===== src/rtl/seven_seg_capture.sv =====
// Recovers per-digit hex values from a multiplexed active-low seven-segment bus.
// Optional macro SEG_CAPTURE_ERR_EN: record illegal segment patterns in err[].
module seven_seg_capture #(
    parameter int DIGITS        = 8,
    parameter int STABLE_CYCLES = 4
) (
    input  logic                  clk,
    input  logic                  rst_n,
    input  logic [6:0]            seg,
    input  logic [DIGITS-1:0]     an,
    output logic [4*DIGITS-1:0]   digits,
    output logic [DIGITS-1:0]     valid,
    output logic [DIGITS-1:0]     err,
    output logic                  upd,
    output logic [2:0]            upd_idx
);
    localparam int CW = $clog2(STABLE_CYCLES + 1);

    typedef enum logic [1:0] {S_IDLE, S_TRACK, S_DONE} state_t;

    logic [6:0]        r_seg_m, r_seg_s, r_seg_p;
    logic [DIGITS-1:0] r_an_m, r_an_s, r_an_p;
    state_t            r_state, w_state_nxt;
    logic [CW-1:0]     r_cnt, w_cnt_nxt;
    logic              w_cap, w_chg, w_sel;
    logic [4:0]        w_dec;
    logic              w_blank;
    logic [2:0]        w_idx;
    logic [3:0]        w_cur_dig, w_new_dig;
    logic              w_cur_v, w_new_v, w_cur_e, w_new_e, w_apply, w_upd;
    logic [4*DIGITS-1:0] r_digits;
    logic [DIGITS-1:0] r_valid;
    logic              r_upd;
    logic [2:0]        r_upd_idx;

    function automatic logic [4:0] seg_decode(input logic [6:0] s);
        case (s)
            7'b0000001: return 5'h10;
            7'b1001111: return 5'h11;
            7'b0010010: return 5'h12;
            7'b0000110: return 5'h13;
            7'b1001100: return 5'h14;
            7'b0100100: return 5'h15;
            7'b0100000: return 5'h16;
            7'b0001111: return 5'h17;
            7'b0000000: return 5'h18;
            7'b0000100: return 5'h19;
            7'b0001000: return 5'h1A;
            7'b1100000: return 5'h1B;
            7'b0110001: return 5'h1C;
            7'b1000010: return 5'h1D;
            7'b0110000: return 5'h1E;
            7'b0111000: return 5'h1F;
            default:    return 5'h00;
        endcase
    endfunction

    // Synchronizers plus previous-sample register; all-ones is the idle bus.
    always_ff @(posedge clk or negedge rst_n) begin
        if (!rst_n) begin
            r_seg_m <= '1; r_seg_s <= '1; r_seg_p <= '1;
            r_an_m  <= '1; r_an_s  <= '1; r_an_p  <= '1;
        end else begin
            r_seg_m <= seg;     r_seg_s <= r_seg_m; r_seg_p <= r_seg_s;
            r_an_m  <= an;      r_an_s  <= r_an_m;  r_an_p  <= r_an_s;
        end
    end

    assign w_chg = (r_seg_s != r_seg_p) || (r_an_s != r_an_p);
    assign w_sel = $onehot(~r_an_s);

    always_ff @(posedge clk or negedge rst_n) begin
        if (!rst_n) begin
            r_state <= S_IDLE;
            r_cnt   <= '0;
        end else begin
            r_state <= w_state_nxt;
            r_cnt   <= w_cnt_nxt;
        end
    end

    always_comb begin
        w_state_nxt = r_state;
        w_cnt_nxt   = r_cnt;
        case (r_state)
            S_IDLE: begin
                if (w_sel) begin
                    w_state_nxt = S_TRACK;
                    w_cnt_nxt   = CW'(1);
                end else begin
                    w_cnt_nxt = '0;
                end
            end
            S_TRACK: begin
                if (!w_sel) begin
                    w_state_nxt = S_IDLE;
                    w_cnt_nxt   = '0;
                end else if (w_chg) begin
                    w_cnt_nxt = CW'(1);
                end else if (r_cnt != CW'(STABLE_CYCLES)) begin
                    w_cnt_nxt = r_cnt + 1'b1;
                end
            end
            S_DONE: begin
                if (!w_sel) begin
                    w_state_nxt = S_IDLE;
                    w_cnt_nxt   = '0;
                end else if (w_chg) begin
                    w_state_nxt = S_TRACK;
                    w_cnt_nxt   = CW'(1);
                end
            end
            default: begin
                w_state_nxt = S_IDLE;
                w_cnt_nxt   = '0;
            end
        endcase
        // Capture on the edge the count reaches the threshold, then park in DONE.
        w_cap = (w_state_nxt == S_TRACK) && (w_cnt_nxt == CW'(STABLE_CYCLES));
        if (w_cap) w_state_nxt = S_DONE;
    end

    assign w_dec   = seg_decode(r_seg_s);
    assign w_blank = (r_seg_s == 7'h7F);

    always_comb begin
        w_idx     = '0;
        w_cur_dig = '0;
        w_cur_v   = 1'b0;
        w_cur_e   = 1'b0;
        for (int i = 0; i < DIGITS; i++) begin
            if (!r_an_s[i]) begin
                w_idx     = 3'(i);
                w_cur_dig = r_digits[4*i +: 4];
                w_cur_v   = r_valid[i];
`ifdef SEG_CAPTURE_ERR_EN
                w_cur_e   = err[i];
`endif
            end
        end
    end

    always_comb begin
        w_new_dig = w_cur_dig;
        w_new_v   = w_cur_v;
        w_new_e   = w_cur_e;
        w_apply   = 1'b0;
        if (w_dec[4]) begin
            w_new_dig = w_dec[3:0];
            w_new_v   = 1'b1;
            w_new_e   = 1'b0;
            w_apply   = 1'b1;
        end else if (w_blank) begin
            w_new_v = 1'b0;
            w_new_e = 1'b0;
            w_apply = 1'b1;
        end else begin
`ifdef SEG_CAPTURE_ERR_EN
            w_new_v = 1'b0;
            w_new_e = 1'b1;
            w_apply = 1'b1;
`endif
        end
        w_upd = w_cap && w_apply &&
                ({w_new_dig, w_new_v, w_new_e} != {w_cur_dig, w_cur_v, w_cur_e});
    end

    always_ff @(posedge clk or negedge rst_n) begin
        if (!rst_n) begin
            r_digits  <= '0;
            r_valid   <= '0;
            r_upd     <= 1'b0;
            r_upd_idx <= '0;
        end else begin
            r_upd <= w_upd;
            if (w_upd) begin
                r_upd_idx <= w_idx;
                for (int i = 0; i < DIGITS; i++) begin
                    if (!r_an_s[i]) begin
                        r_digits[4*i +: 4] <= w_new_dig;
                        r_valid[i]         <= w_new_v;
                    end
                end
            end
        end
    end

`ifdef SEG_CAPTURE_ERR_EN
    logic [DIGITS-1:0] r_err;
    always_ff @(posedge clk or negedge rst_n) begin
        if (!rst_n) begin
            r_err <= '0;
        end else if (w_upd) begin
            for (int i = 0; i < DIGITS; i++)
                if (!r_an_s[i]) r_err[i] <= w_new_e;
        end
    end
    assign err = r_err;
`else
    assign err = '0;
`endif

    assign digits  = r_digits;
    assign valid   = r_valid;
    assign upd     = r_upd;
    assign upd_idx = r_upd_idx;
endmodule

===== config.mk =====
export PLATFORM = sky130hd
export DESIGN_NAME = seven_seg_capture
export DESIGN_NICKNAME = d
export VERILOG_FILES = /design/src/rtl/seven_seg_capture.sv
export SDC_FILE = /design/constraint.sdc
export NUM_CORES = 1
export LEC_CHECK = 0
export ABC_AREA = 1
export CELL_PAD_IN_SITES_DETAIL_PLACEMENT = 0
export CELL_PAD_IN_SITES_GLOBAL_PLACEMENT = 1
export CORE_MARGIN = 2
export CORE_UTILIZATION = 44
export DETAILED_ROUTE_END_ITERATION = 8
export PLACE_DENSITY = 0.82
export SETUP_SLACK_MARGIN = 0.15
export SYNTH_ARGS = -nofsm -noshare
export SYNTH_HDL_FRONTEND = slang
export SYNTH_SLANG_ARGS = --single-unit

===== constraint.sdc =====
create_clock -name clk -period 7.6 [get_ports clk]
set_clock_uncertainty 0.15 [all_clocks]
set_input_delay 1.9 -clock clk [delete_from_list [all_inputs] [get_ports clk]]
set_output_delay 1.9 -clock clk [all_outputs]
set_load 0.03 [all_outputs]

## Word level (Yosys, flattened, before mapping)

Index checks and enable logic that the tools add are counted.

| storage, ports and cells | value |
|---|---|
| register bits after elaboration | 94 |
| bits in latches | 0 |
| bits in writable memories | 0 |
| bits in read-only memories | 0 |
| input bits | 17 |
| word-level logic and storage cells | 124 |
| memories kept | 0 |

| operators by class | value |
|---|---|
| add/subtract/negate cells | 8 |
| multipliers | 0 |
| div/mod/pow operators | 0 |
| magnitude comparators | 0 |
| eq/ne operators | 25 |
| shifts and indexed selects | 0 |
| multiplexer cells | 42 |
| bitwise operators | 9 |
| reductions and logical operators | 14 |

Operators by type and width:

| kind | count |
|---|---|
| $pmux W5 S16 | 1 |
| $mux W4 | 9 |
| $eq A7 B6 Y1 const B | 5 |
| $eq A7 B7 Y1 const B | 5 |
| $mux W3 | 11 |
| $reduce_and A2 Y1 | 8 |
| $eq A7 B3 Y1 const B | 2 |
| $eq A7 B4 Y1 const B | 2 |
| $mux W1 | 14 |
| $mux W2 | 5 |
| $pmux W3 S3 | 1 |
| $add A1 B1 Y2 | 4 |
| $ne A8 B8 Y1 | 1 |
| $not A1 Y1 | 8 |
| $not A8 Y8 | 1 |
| $eq A7 B1 Y1 const B | 1 |
| $eq A7 B5 Y1 const B | 1 |
| $logic_not A7 Y1 | 1 |
| $ne A7 B7 Y1 | 1 |
| $add A2 B2 Y3 | 2 |
| $pmux W2 S3 | 1 |
| $ne A5 B5 Y1 | 1 |
| $add A3 B3 Y4 | 1 |
| $eq A2 B1 Y1 const B | 2 |
| other kinds (8) | 10 |

## Longest topological paths before layout

Gate-level depths: netlist of run 1.

| logic depth | value |
|---|---|
| word-level depth | 13 |
| depth in mapped cells | 21 |
| gate-level depth less buffers | 20 |

## Worst setup path before layout of run 1

No wires, ideal clock.

| path | value |
|---|---|
| path kind | flip-flop to flip-flop |
| start point | register r_an_s[6] |
| end point | register r_digits[26] (netlist: digits[26]) |
| arrival | 3.785 ns |
| data required time | 7.332 ns |
| slack | 3.548 ns |
| cell stages (with the launch flop) | 18 |
| period minus slack after synthesis | 4.052 ns |
| cell sequence | dfstp_2 > buf_2 > inv_1 > clkbuf_1 > fa_1 > fa_1 > ha_1 > inv_1 > fa_1 > o211a_1 > nand2_1 > a21oi_1 > nand4_1 > nor3_2 > buf_6 > nand3_1 > nand2_1 > nand2_1 |

| on the way | value |
|---|---|
| longest elaborated chain between the ends | 12 |
| elaborated cells on any way between the ends | 33 |
| those cells by class | add/sub (3); eq/ne (5); mux (18); bitwise (2); reduce/logical (5) |

RTL lines:

| element | RTL line | source |
|---|---|---|
| from (decl) | 22 | `logic [DIGITS-1:0] r_an_m, r_an_s, r_an_p;` |
| from (signal assigned) | 65 | `r_an_m <= an; r_an_s <= r_an_m; r_an_p <= r_an_s;` |
| $not A8 Y8 | 70 | `assign w_sel = $onehot(~r_an_s);` |
| $add A1 B1 Y2 (implied by the code) | 70 |  |
| $add A2 B2 Y3 (implied by the code) | 70 |  |
| $add A3 B3 Y4 (implied by the code) | 70 |  |
| $eq A4 B1 Y1 | 70 |  |
| $mux W3 (tied with other cells) | 105 | `if (!w_sel) begin` |
| $pmux W3 S3 / $pmux W2 S3 (equally long branches) | 85 | `case (r_state)` |
| $eq A3 B3 Y1 / $eq A2 B1 Y1 (equally long branches) | 119 | `w_cap = (w_state_nxt == S_TRACK) && (w_cnt_nxt == CW'(STABLE_CYCLES));` |
| $logic_and A1 B1 Y1 | 119 |  |
| $logic_and A1 B1 Y1 (2 in series) | 164 | `w_upd = w_cap && w_apply &&` |
| $reduce_and A2 Y1 (no line) | -- |  |
| to (signal, indexed assignment) | 180 | `r_digits[4*i +: 4] <= w_new_dig;` |
| to (decl) | 31 | `logic [4*DIGITS-1:0] r_digits;` |

Several ways; a longest one is shown, not always the timed one.
A chain may end at the register's enable or synchronous reset.

## Final worst setup path of run 1

| path | value |
|---|---|
| start point | register r_an_s[1] |
| end point | register r_digits[1] (netlist: digits[1]) |

| on the way | value |
|---|---|
| longest elaborated chain between the ends | 12 |
| elaborated cells on any way between the ends | 42 |
| those cells by class | add/sub (3); eq/ne (5); mux (28); bitwise (1); reduce/logical (5) |

RTL lines:

| element | RTL line |
|---|---|
| $not A8 Y8 / $mux W1 (equally long branches) | 70, 132 |
| $add A1 B1 Y2 (implied by the code) / $mux W1 (equally long branches) | 70, 132 |
| $add A2 B2 Y3 (implied by the code) / $mux W1 (equally long branches) | 70, 132 |
| $add A3 B3 Y4 (implied by the code) / $mux W1 (equally long branches) | 70, 132 |
| $eq A4 B1 Y1 / $mux W1 (equally long branches) | 70, 132 |
| $mux W3 (tied with other cells) | 105 |
| $pmux W3 S3 (tied with other cells) | 85 |
| $eq A3 B3 Y1 (tied with other cells) | 119 |
| $logic_and A1 B1 Y1 / $mux W1 (equally long branches) | 119, 148 |
| $logic_and A1 B1 Y1 / $ne A5 B5 Y1 (equally long branches) | 164, 165 |
| $logic_and A1 B1 Y1 | 164 |
| $reduce_and A2 Y1 (no line) | -- |

Several ways; a longest one is shown, not always the timed one.

==> results of run 1 <==
worst reg2reg max path, stage by stage, from the launching register on:
cell and delay, ns:
dfstp_2 0.66, fa_1 0.45, inv_1 0.08, fa_1 0.44
fa_1 0.50, ha_1 0.16, inv_1 0.06, fa_1 0.48
o211a_1 0.14, nand2_1 0.06, inv_1 0.15, nand2_1 0.07
nor2_1 0.13, nand3_1 0.16, nor3_4 0.15, buf_4 0.46
nand3_1 0.28, nand2_1 0.13, nand2_1 0.06
logic make-up (layout without fill, tap and decap cells):
| logic type | Yosys count | after routing | synth area share, % |
|---|---|---|---|
| AO/OA/AOI/OAI | 24 | 24 | 2.82 |
| XOR/XNOR | 15 | 15 | 2.72 |
| adder cells (fa/ha/maj) | 9 | 9 | 2.95 |
| buffers and inverters | 75 | 123 | 7.38 |
| flip-flops | 94 | 94 | 49.8 |
| other | 1 | 8 | 0.0776 |
| AND/OR/NAND/NOR | 371 | 371 | 34.2 |
final cells by class:
cell class	count	area (um^2)	share of cell area, %
Sequential cell	94	2410	42.7
Inverter	45	169	2.99
Clock buffer	10	128	2.26
Tap cell	140	175	3.10
Clock inverter	6	52.6	0.931
Timing Repair Buffer	62	613	10.9
Multi-Input combinational cell	427	2100	37.2
cells in the final DEF, fill, tap and decap left out, types with 6 or more instances in the layout:
cell type        instances
a21oi_1                 11
clkbuf_8                 9
clkdlybuf4s50_1         59
conb_1                   8
dfrtp_1                 49
dfstp_2                 45
inv_1                   34
inv_2                    9
nand2_1                221
nand3_1                 26
nand3_2                  6
nand4_1                 51
nor2_1                  55
xnor2_1                 14
flip-flops by register name (all words and copies together), names as in the netlist:
signal / count
digits: 32
r_an_m: 8
r_an_p: 8
r_an_s: 8
r_cnt: 3
r_seg_m: 7
r_seg_p: 7
r_seg_s: 7
r_state: 2
upd: 1
upd_idx: 3
valid: 8
routing by layer:
metal / global-route usage [%] / vias to the layer above / routed length, um
met5: 0 / - / 0
met4: 7.69 / 0 / 246
met3: 3.65 / 16 / 457
met2: 32.9 / 96 / 5340
met1: 29.4 / 1896 / 5490
li1: - / 1981 / -
power groups by stage:
| stage | clock network, W | registers, W | logic, W |
|---|---|---|---|
| 4_1_cts | 0.000324 | 0.000543 | 0.000153 |
| 5_1_grt | 0.000347 | 0.000546 | 0.000172 |
| 3_3_place_gp | 0 | 0.000551 | 0.000150 |
| 6_report | 0.000312 | 0.000543 | 0.000153 |
| 2_1_floorplan | 0 | 0.000544 | 0.000118 |
| 3_5_place_dp | 0 | 0.000552 | 0.000153 |
final timing paths:
kind / end / depth (start not counted)
worst max register to register: digits[1] / 18
worst min-delay path: r_an_s[5] / 0
min in group asynchronous: upd / 1
worst max-delay path: digits[1] / 18
worst min register to register: r_an_s[5] / 0
max in group asynchronous: digits[28] / 2
through the flow:
step | total power (W) | std cells | setup slack, ns
after floorplan | 0.000662 | 596 | 3.55
after CTS | 0.00102 | 784 | 2.79
after global routing | 0.00106 | 784 | 2.35
final | 0.00101 | 784 | 2.74
after detailed placement | 0.000704 | 768 | 2.80
after global placement | 0.000701 | 768 | 2.94
==> summary.md, run 1 <==
| Metric | Value |
|---|---|
| Placer Congestion | 0.876 |
| Crit Path Max Fanout | just under 50 |
| Worst-margin pin slew | 1.08 ns |
| Final setup fails | 0 |
| Post-route cell area | 0.00565 mm^2 |
| Placed cell area | between 0.005 and 0.006 mm^2 |
| First-pass GRT wire length | 18900 um |
| Vias per cell | 5.09 |
| Hold Buf Count CTS | 0 |
| Final slew viol count | 0 |
| Clock Sinks | 94 |
| P_sw | 0.000311 W |
| Post-Route Utilization | approximately 52% |
| Diodes inserted | 0 |
| Pwr dens | 179 mW/mm^2 |
| Leakage power | 2.77 nW |
| Final setup TNS | 0 ns |
| WP data required | 7.71 ns |
| Largest net degree at the start of global routing | 68 |
| Clock Latency Late Sink | 0.37 ns |
| H-tree lvl count | 3 |
| CP Launch Type | flop |
| Post-CTS sizing | 0 |
| Clk pwr share | ~31% |
| Num ports | 69 |
| Hold_sp | r_an_m[5] |
| R2r setup slk | 2.74 ns |
| RSZ-0062 raised after global routing | false |
| List of most frequent post-synthesis cells | 221 x nand2_1, 55 x nor2_1, 51 x nand4_1 |
| Fillcell total | ~1000 |
| Vias | around 4000 |
| Chip Height | 109 um |
| Part of the cycle the worst path needs | roughly 64% |
| Crit path max-delay family | adder cells |
| Drt first pass iters | 5 |
| CTS Buffer Depth | 2 |
| Synth Register Bits | 94 |
| Dpl hpwl | 8380 um |
| Reg2reg start | r_an_s[1] |
| Slew headroom | 27.8% |
| Reg clk slew, reported paths | 0.10 ns |
| Die Wd | between 100 and 150 um |
| Tot GR Track Use | 21.0% |
| Post-synth top area cell | dfrtp_1 |
| Status | finished, final reports clean |
| Post-Syn Instances | 589 |
| Crit path cell chain | fa_1 -> inv_1 -> fa_1 -> fa_1 -> ha_1 -> inv_1 -> fa_1 -> o211a_1 -> nand2_1 -> inv_1 -> nand2_1 -> nor2_1 -> nand3_1 -> nor3_4 -> buf_4 -> nand3_1 -> nand2_1 -> nand2_1 |
| Post-synth EDFFs | 0 |
| Min Tclk post-route | about 4.9 ns |
| Sequential cell area fraction in the yosys report | 49.8% |
| Slowest stage delay, CP | 0.66 ns |
| Count leader, synth | nand2_1 |
| Sequential share of power | 53.8% |
| Post-CTS setup buffer count | 0 |
| Iter 0 DRT Violations | 329 |
| Post-route ant nets | 0 |
| CTS Buf Count | 9 |
| Async set-reset flop share out of synthesis | 100% |
| Routed Wire Length | approximately 12000 um |
| Layout cells sized above 1 | a little over an eighth |
| Synth Warn # | 0 |
| Antenna violations before repair | 0 |
| Area added between synthesis and finish | 16.8% |
| Critical Path AT | 4.97 ns |
| # Max-Cap Violations | 0 |
| Mapped Area | between 0.004 and 0.005 mm^2 |
| Core ar. | around 0.011 mm^2 |
| Initial Util | 44.8% |
| Worst hold path type | reg2reg |
| Peak Freq | 206 MHz |
| Internal | 0.000697 W |
| Nets | roughly 670 |
| Drt wl/cell | 14.7 um |
| Drt drc | 0 |
| IO Port Bufs | 60 |
| Total Die Area | roughly 0.012 mm^2 |
| Root Driver | clkbuf_8 |
| Crit path kind | reg2reg |
| Comb power frac | 15.2% |
| Nature of the critical path endpoint | flop |
| VDD IR max | ~0.12 mV |
| Ranking of synthesized cells by area | dfrtp_1 25%, dfstp_2 24%, nand2_1 17% |
| Hold slack | 0.203 ns |
| Final Hold Viols | 0 |
| Placement row count | 38 |
| Worst setup startpoint | r_an_s[1] |
| Top cell type's share of synthesized area | 25.4% |
| CTS tree | done |
| Total grt overflow | 0 |
| Mean Syn Cell Area | approximately 8.2 um^2 |
| Critical path buffer and inverter count | 4 |
| Slowest CP cell | dfstp_2 |
| Top_reg_cell synth | dfrtp_1 |
| Unique masters post-synth | 35 |
| Vias in the first global route | 3718 |
| Switching portion of total power | 30.8% |
Power figures use the tool's default switching activity.
==> run 2, diff against run 1 <==
Settings changed: CORE_UTILIZATION 44 to 37, PLACE_DENSITY 0.82 to 0.74.
Clock period 7.6 ns to 4 ns, I/O delays scaled along.
==> run 2 against run 1 <==
Net effect:
- the flow now finishes with violations (negative setup slack)
- cell count grew 7.8%
- count of clock-buffer cells in the layout grew 3
- first-iteration DRC count shrank 32%
- global-route usage shrank 2.9 points
- sequential power grew 90%
- non-clock buffer count grew 29
- setup slack lost 3.1 ns
- combinational power grew 130%
- maximum frequency grew 12%
- hold slack gained 0.0018 ns
- flip-flop and latch count is the same
- largest cell class unchanged
==> summary.md, run 2 (synthesis results as in run 1) <==
| Metric | Value |
|---|---|
| Placement row count | 41 |
| Placer Congestion | about 0.85 |
| Total grt overflow | 0 |
| Reg2reg start | r_an_s[1] |
| CP dominant cell by count | fa_1 |
| Vias in the first global route | 3967 |
| Internal | between 0.0015 and 0.002 W |
| IO Port Bufs | 60 |
| Worst-margin pin slew | 1.06 ns |
| Vias per cell | 4.93 |
| Violated checks | negative setup slack |
| Drt drc | 0 |
| Worst hold path type | reg2reg |
| Status | complete, but fails checks |
| WP data required | roughly 4 ns |
| Placed cells | 819 |
| CTS Buf Count | 9 |
| Part of the cycle the worst path needs | 108% |
| Die Wd | 118 um |
| Routed Wire Length | 12400 um |
| Largest net degree at the start of global routing | 79 |
| Drt wl/cell | 14.7 um |
| Final worst slack | -0.339 ns |
| Vias | 4166 |
| Critical Path AT | 4.42 ns |
| Commonest non-fill, non-tap cell in the layout | nand2_1 |
| Core ar. | 0.0127 mm^2 |
| Fillcell total | around 1200 |
| Drt first pass iters | 5 |
| First-pass GRT wire length | 20300 um |
| Clock Latency Late Sink | 0.34 ns |
| Post-Route Utilization | roughly half |
| CTS Buffer Depth | 2 |
| Total Die Area | 0.0140 mm^2 |
| # Max-Cap Violations | 0 |
| Non-Filler Instances | 845 |
| Antenna violations before repair | 0 |
| Hold_sp | r_seg_m[0] |
| Final setup fails | between 40 and 50 |
| Diodes inserted | 0 |
| Peak Freq | 230 MHz |
| Slowest CP cell | dfstp_2 |
| Max FFs per register | 32 |
| CTS tree | done |
| Comb power frac | 16.0% |
| Num ports | slightly below 70 |
| Dpl hpwl | 8690 um |
| Final Hold Viols | 0 |
| Post-route ant nets | 0 |
| Area added between synthesis and finish | 28.2% |
| Pwr dens | 353 mW/mm^2 |
| Switching portion of total power | between 20% and 30% |
| H-tree lvl count | 3 |
| Clock Sinks | 94 |
| Hold slack | 0.205 ns |
| Layout cells sized above 1 | 20.8% |
| Nature of the critical path endpoint | flop |
| Final slew viol count | 0 |
| Crit path kind | reg2reg |
| Hold Buf Count CTS | 0 |
| Crit path cell chain | fa_1 -> inv_1 -> fa_1 -> fa_1 -> ha_2 -> inv_2 -> fa_2 -> o211a_1 -> nand2_2 -> inv_2 -> nand2_2 -> nor2_4 -> nand3_2 -> nor3_4 -> buf_6 -> buf_12 -> nand3_2 -> nand2_1 -> nand2_1 |
| Min Tclk post-route | 4.34 ns |
| Slowest stage delay, CP | 0.54 ns |
| RSZ-0062 raised after global routing | true |
| Root Driver | clkbuf_16 |
| P_sw | just over 0.0006 W |
| VDD IR max | between 0.4 and 0.5 mV |
| Initial Util | 38.1% |
| Iter 0 DRT Violations | ~220 |
| Chip Height | 118 um |
| Reg clk slew, reported paths | 0.06 ns |
| Slew headroom | between 20 and 30% |
| Sequential share of power | a little under half |
| Worst setup startpoint | r_an_s[1] |
| Most frequent cells in the layout | 210 x nand2_1, 59 x clkdlybuf4s50_1, 52 x nor2_1, 51 x nand4_1, 49 x dfrtp_1 |
| Leakage power | 3.00 nW |
| Tot GR Track Use | 18.1% |
| Nets | 694 |
| Clk pwr share | a little under two fifths |
| Crit Path Max Fanout | 8 |
| CP Launch Type | flop |
## run 2: changes by cell type in the layout (fill, tap and decap cells not counted), moves of 5 or more
| cell | previous run | this run |
|---|---|---|
| clkbuf_16 | 0 | 11 |
| clkbuf_8 | 9 | 2 |
| nand2_2 | 0 | 11 |
| nand2_1 | 221 | 210 |
| buf_6 | 0 | 5 |
| nand3_1 | 26 | 21 |
| buf_4 | 3 | 22 |
## run 2: final timing paths
path,to,slack [ns],cells past startpoint
max in group asynchronous,r_seg_m[4],2.18,2
max,digits[18],-0.34,19
min,r_seg_s[0],0.21,0
min in group asynchronous,digits[3],0.67,1
max reg2reg,digits[18],-0.34,19
min reg2reg,r_seg_s[0],0.21,0
## run 2: layer usage
metal  vias to the layer above  GRT usage [%]  part of all wire, %
li1                       2042              -                    -
met4                         0           7.83                  2.3
met3                        21           3.09                  5.6
met1                      1974           26.1                   48
met5                         -              0                    0
met2                       129           26.8                   44
## run 2: metrics by stage
| stage | cell area, um^2 | TNS [ns] | worst slack [ns] | total power, W |
|---|---|---|---|---|
| 6_report | 6200 | -13.05 | -0.339 | 0.00219 |
| 5_1_grt | 6200 | -21.43 | -0.519 | 0.00230 |
| 4_1_cts | 6080 | -11.17 | -0.285 | 0.00219 |
| 3_5_place_dp | 5680 | -11.52 | -0.286 | 0.00137 |
| 3_3_place_gp | 5680 | -8.98 | -0.235 | 0.00136 |
| 2_1_floorplan | 4870 | -1.22 | -0.0492 | 0.00126 |
## run 2: layout make-up
class,count,area (um^2),area share (%)
clock inverter,3,18.8,0.303
clock buffer,13,260,4.20
multi-input combinational,427,2200,35.5
timing repair buffer,91,925,14.9
tap,172,215,3.47
inverter,45,169,2.73
sequential,94,2410,38.9
## run 2: timing repair
item / CTS / global route
pin swaps: 17 / 12
setup endpoints to repair: 44 / 46
setup buffers: 5 / 2
resized for setup: 18 / 17
cloned: 1 / 2
## run 2: power groups by stage
stage | sequential, W | clock [W] | combinational, W
after detailed placement | 0.00104 | 0 | 0.000326
after CTS | 0.00102 | 0.000833 | 0.000337
after global routing | 0.00103 | 0.000870 | 0.000396
after global placement | 0.00104 | 0 | 0.000318
final | 0.00103 | 0.000814 | 0.000349
after floorplan | 0.00103 | 0 | 0.000226
## run 2: worst max-delay path, delay by kind of cell, from the launching register on
family / cells / cell delay, ns
simple gates: 8 / 0.87
buf+inv: 5 / 0.49
compound gates: 1 / 0.14
fa+ha+maj: 5 / 2.01
flops: 1 / 0.54
